<file path="src/rtl/instruction_fetch.sv">
// Instruction fetch stage: PC register, little-endian word swap, 2-bit branch
// predictor and the IF/ID pipeline register feeding decode.
module instruction_fetch #(
  parameter logic [31:0] RESET_PC = 32'h0000_0000,
  parameter logic [1:0]  BHT_INIT = 2'b01
) (
  input  logic        clk,
  input  logic        rst,
  input  logic        memory_stall,
  input  logic        PC_write,
  input  logic        flush,
  input  logic [31:0] PC_correct,
  input  logic        br_update,
  input  logic        br_taken,
  input  logic [31:0] ICACHE_rdata,
  output logic        ICACHE_ren,
  output logic [29:0] ICACHE_addr,
  output logic [29:0] instruction_1,
  output logic [31:0] PC_1,
  output logic        prev_taken_1
);

  localparam logic [6:0]  OP_BRANCH = 7'b1100011;
  localparam logic [6:0]  OP_JAL    = 7'b1101111;
  localparam logic [29:0] BUBBLE    = 30'h0000_0004;

  logic [31:0] pc_q, pc_d;
  logic [29:0] inst1_q, inst1_d;
  logic [31:0] pc1_q, pc1_d;
  logic        pt1_q, pt1_d;
  logic [1:0]  bht_q, bht_d;

  logic [31:0] inst;
  logic [31:0] sbImm, ujImm, target;
  logic        isBranch, isJal, predTaken;

  assign inst = {ICACHE_rdata[7:0], ICACHE_rdata[15:8],
                 ICACHE_rdata[23:16], ICACHE_rdata[31:24]};

  assign sbImm = {{20{inst[31]}}, inst[7], inst[30:25], inst[11:8], 1'b0};
  assign ujImm = {{12{inst[31]}}, inst[19:12], inst[20], inst[30:21], 1'b0};

  assign isBranch  = (inst[6:0] == OP_BRANCH);
  assign isJal     = (inst[6:0] == OP_JAL);
  assign predTaken = isJal || (isBranch && bht_q[1]);
  assign target    = pc_q + (isJal ? ujImm : sbImm);

  assign ICACHE_ren    = ~rst;
  assign ICACHE_addr   = pc_q[31:2];
  assign instruction_1 = inst1_q;
  assign PC_1          = pc1_q;
  assign prev_taken_1  = pt1_q;

  // A memory stall freezes everything; otherwise flush outranks the load-use hold.
  always_comb begin
    pc_d    = pc_q;
    inst1_d = inst1_q;
    pc1_d   = pc1_q;
    pt1_d   = pt1_q;
    bht_d   = bht_q;
    if (!memory_stall) begin
      if (flush) begin
        pc_d    = PC_correct;
        inst1_d = BUBBLE;
        pc1_d   = pc_q;
        pt1_d   = 1'b0;
      end else if (!PC_write) begin
        pc_d    = predTaken ? target : pc_q + 32'd4;
        inst1_d = inst[31:2];
        pc1_d   = pc_q;
        pt1_d   = predTaken;
      end
      if (br_update) begin
        if (br_taken) begin
          bht_d = (bht_q == 2'b11) ? 2'b11 : bht_q + 2'b01;
        end else begin
          bht_d = (bht_q == 2'b00) ? 2'b00 : bht_q - 2'b01;
        end
      end
    end
  end

  always_ff @(posedge clk or posedge rst) begin
    if (rst) begin
      pc_q    <= RESET_PC;
      inst1_q <= BUBBLE;
      pc1_q   <= 32'h0000_0000;
      pt1_q   <= 1'b0;
      bht_q   <= BHT_INIT;
    end else begin
      pc_q    <= pc_d;
      inst1_q <= inst1_d;
      pc1_q   <= pc1_d;
      pt1_q   <= pt1_d;
      bht_q   <= bht_d;
    end
  end

endmodule

</file>
<file path="config.mk">
export PLATFORM = sky130hd
export DESIGN_NAME = instruction_fetch
export DESIGN_NICKNAME = d
export VERILOG_FILES = /design/src/rtl/instruction_fetch.sv
export SDC_FILE = /design/constraint.sdc
export NUM_CORES = 1
export LEC_CHECK = 0
export CELL_PAD_IN_SITES_DETAIL_PLACEMENT = 2
export CELL_PAD_IN_SITES_GLOBAL_PLACEMENT = 2
export CORE_ASPECT_RATIO = 1.5
export CORE_UTILIZATION = 31
export CTS_CLUSTER_DIAMETER = 50
export CTS_CLUSTER_SIZE = 16
export DETAILED_ROUTE_END_ITERATION = 7
export PLACE_DENSITY_LB_ADDON = 0.1
export RECOVER_POWER = 100
export SETUP_SLACK_MARGIN = 0.2
export SYNTH_ARGS = -nofsm -noshare
export SYNTH_HDL_FRONTEND = slang
export SYNTH_SLANG_ARGS = --single-unit
</file>
<file path="constraint.sdc">
create_clock -name clk -period 8.7 [get_ports clk]
set_input_delay 2.61 -clock clk [delete_from_list [all_inputs] [get_ports clk]]
set_output_delay 2.61 -clock clk [all_outputs]
set_load 0.01 [all_outputs]
</file>
==> run metrics, run 1 <==
via count between 6000 and 7000; Placeable Area roughly 21000 um^2; number of hold buffers added after cts 0; final critical-path required period between 7 and 8 ns; Clk pin slew, worst setup/hold paths 0.08 ns; area leader, netlist dfrtp_1; final hold vios 0; global-route wire length before repair about 43 mm; status finished with violations; Nets 1036; largest net degree at the start of global routing 108; TritonCTS clock tree built; worst slew margin relative to its limit -147%; f_max 134 MHz; vias in the first global route about 7600; DRT Pass-1 Iters 4; residual DRC count 0; CTS root buf clkbuf_16; area grow syn2layout 29.3%; Synth Area per Inst 8.01 um^2; CTS H-tree lvls 3; final wirelength 27.6 mm; clk_lat worst skew 0.38 ns; DR vias/cell roughly 5.6; cells resized by post-CTS repair 0; max-slew violations between 90 and 100; Final HPWL DP roughly 21 mm; worst endpoint required time around 9.0 ns; Crit. Startpoint flush; Static Leak approximately 3.8 nW; asr flop ratio synth 100%; Setup-failing EPs final 0; total clock sinks between 90 and 100; RSZ-0062 raised after global routing no; Yosys warnings 0; Yosys reg bits 97; placed inst area just over 8000 um^2; crit path capture pc_q[6]$_DFFE_PP0P_; Yosys top cell area share 36.2%; Worst Max-Slew Pin Slew 3.71 ns; commonest non-fill, non-tap cell in the layout nand2_1; Die X between 100 and 150 um; total negative slack 0 ns; post-CTS setup buffers 0; nature of the critical path endpoint flop; Hold WS 0.464 ns; Power Density between 150 and 200 nW/um^2; Hold Path Class reg -> reg; Tot GR Track Use 26.0%; Main synth FF type dfrtp_1; GRT overflow 0; # IOs between 150 and 200; gpl congestion around 0.91; peak supply drop 0.0000808 V; clock buffer depth 2; synth top area cells dfrtp_1, nand2_1, ha_1, a21oi_1, xnor2_1; post-route cell area between 8000 and 9000 um^2; Ant. Diodes 0; R2R setup slack 5.16 ns; failing checks capacitance limit, slew limit; layout cells sized above 1 roughly 4.7%; Rows 64; most frequent cells in the layout nand2_1, dlygate4sd3_1, dfrtp_1, a21oi_1, clkdlybuf4s50_1; CP Data Arrival Time 7.74 ns; clock skew between 0.015 and 0.02 ns; Num CTS Buffers 9; r2r endpoint pc_q[30]$_DFFE_PP0P_; Antenna Nets Post-Route 0; Netlist cell types around 70; Syn Nets between 900 and 1000; initial DRC count 228; Final Cycle Share 85.5%; Die Y 180 um; CP max FO 59; Startpoint Class primary input; die area between 20000 and 25000 um^2; post-synthesis cell count roughly 800; Routed WL per cell ~23 um; EDFF count, synth 0; antenna violations before repair 0; critical path type in -> reg; R2R Path Start pc_q[3]$_DFFE_PP0P_; PortBufs approximately 160; Initial Util a little under a third; Synth Cell Area around 6600 um^2; sequential share of the synthesized area between 30% and 40%; Maximum Capacitance Violations 2; Filler cells around 2400; Reg2Reg Depth 10
==> cell families (layout without fill, tap and decap cells) <==
logic type | Yosys count | after routing | share of synthesized area (%)
and+or+nand+nor | 340 | 340 | 22.7
xor gates and xnor gates | 41 | 41 | 5.47
muxes | 8 | 8 | 1.33
DFF | 97 | 97 | 37.0
AOI/OAI and AO/OA | 211 | 211 | 19.7
buffers and inverters | 88 | 203 | 7.01
adders and majority gates | 35 | 35 | 6.78
==> final cells by class <==
cell class | instances | area (um^2) | share of cell area (%)
multi-input combinational | 635 | 3690 | 43.5
timing repair buffer | 172 | 1690 | 19.9
tap | 264 | 330 | 3.89
sequential | 97 | 2430 | 28.6
inverter | 15 | 58.8 | 0.693
clock inverter | 4 | 35.0 | 0.413
clock buffer | 12 | 256 | 3.02
==> stage by stage <==
step	total power, mW	std cells	utilization, %	setup WS (ns)
finish	1.64	1199	41.3	1.26
global route	1.72	1199	41.3	0.856
CTS	1.69	1199	41.3	1.56
detailed placement	1.27	1183	39.9	1.20
global placement	1.24	1183	39.9	1.49
floorplan	0.967	820	-	1.43
==> cell usage after synthesis, types with 6 or more instances <==
cell      instances
xor2_1            9
o211ai_1          6
a21oi_1          68
and3_1            8
xnor2_1          32
dfrtp_1          95
a211oi_1         10
nor2_1           42
o21ai_0          55
buf_4            30
nand3_1          47
ha_1             34
nand4_1           9
mux2_2            6
a31oi_1           8
nor3_1           13
inv_1            15
a21o_1           18
clkbuf_1         38
nand2_1         193
==> metal layers <==
metal / GRT usage (%) / part of all wire [%] / up-vias
li1: - / - / 3057
met1: 25.8 / 36 / 3382
met2: 49.6 / 55 / 176
met3: 3.32 / 3.1 / 77
met4: 17.0 / 6.3 / 0
met5: 0 / 0 / -
==> registers in the layout (all words and copies together), names as in the netlist <==
signal,flops
bht_q,2
PC_1,32
instruction_1,30
pc_q,32
prev_taken_1,1
==> worst min-delay path by stage <==
stage | end | slack [ns] | from | cells past startpoint
2_1_floorplan | PC_1[0]$_DFFE_PP0P_ | 0.43 | pc_q[0]$_DFFE_PP0P_ | 2
3_3_place_gp | instruction_1[2]$_DFFE_PP1P_ | 0.44 | instruction_1[2]$_DFFE_PP1P_ | 2
3_5_place_dp | instruction_1[9]$_DFFE_PP0P_ | 0.46 | instruction_1[9]$_DFFE_PP0P_ | 2
4_1_cts | instruction_1[9]$_DFFE_PP0P_ | 0.47 | instruction_1[9]$_DFFE_PP0P_ | 2
5_1_grt | instruction_1[9]$_DFFE_PP0P_ | 0.49 | instruction_1[9]$_DFFE_PP0P_ | 2
6_report | instruction_1[9]$_DFFE_PP0P_ | 0.46 | instruction_1[9]$_DFFE_PP0P_ | 2
==> worst max-delay path: stages <==
cell and delay [ns]:
dlygate4sd3_1 0.52, clkbuf_1 1.47, inv_1 0.62, a21oi_4 0.79
clkbuf_2 1.06, a21oi_1 0.17, a22o_1 0.29, a21oi_1 0.15
==> power by group <==
group / switching (mW) / internal, mW / total (mW)
Clock: 0.198 / 0.213 / 0.411
Sequential: 0.0915 / 0.517 / 0.609
Combinational: 0.343 / 0.273 / 0.616
(Power assumes the default switching activity.)
==> run 2: changes to the inputs <==
--- a/config.mk
+++ b/config.mk
@@ -5,6 +5,7 @@
 export SDC_FILE = /design/constraint.sdc
 export NUM_CORES = 1
 export LEC_CHECK = 0
+export ABC_CLOCK_PERIOD_IN_PS = 8700
 export CELL_PAD_IN_SITES_DETAIL_PLACEMENT = 2
 export CELL_PAD_IN_SITES_GLOBAL_PLACEMENT = 2
 export CORE_ASPECT_RATIO = 1.5
==> results of run 2 <==
Same layout as run 1: the final DEF is identical, and so are final timing and power.
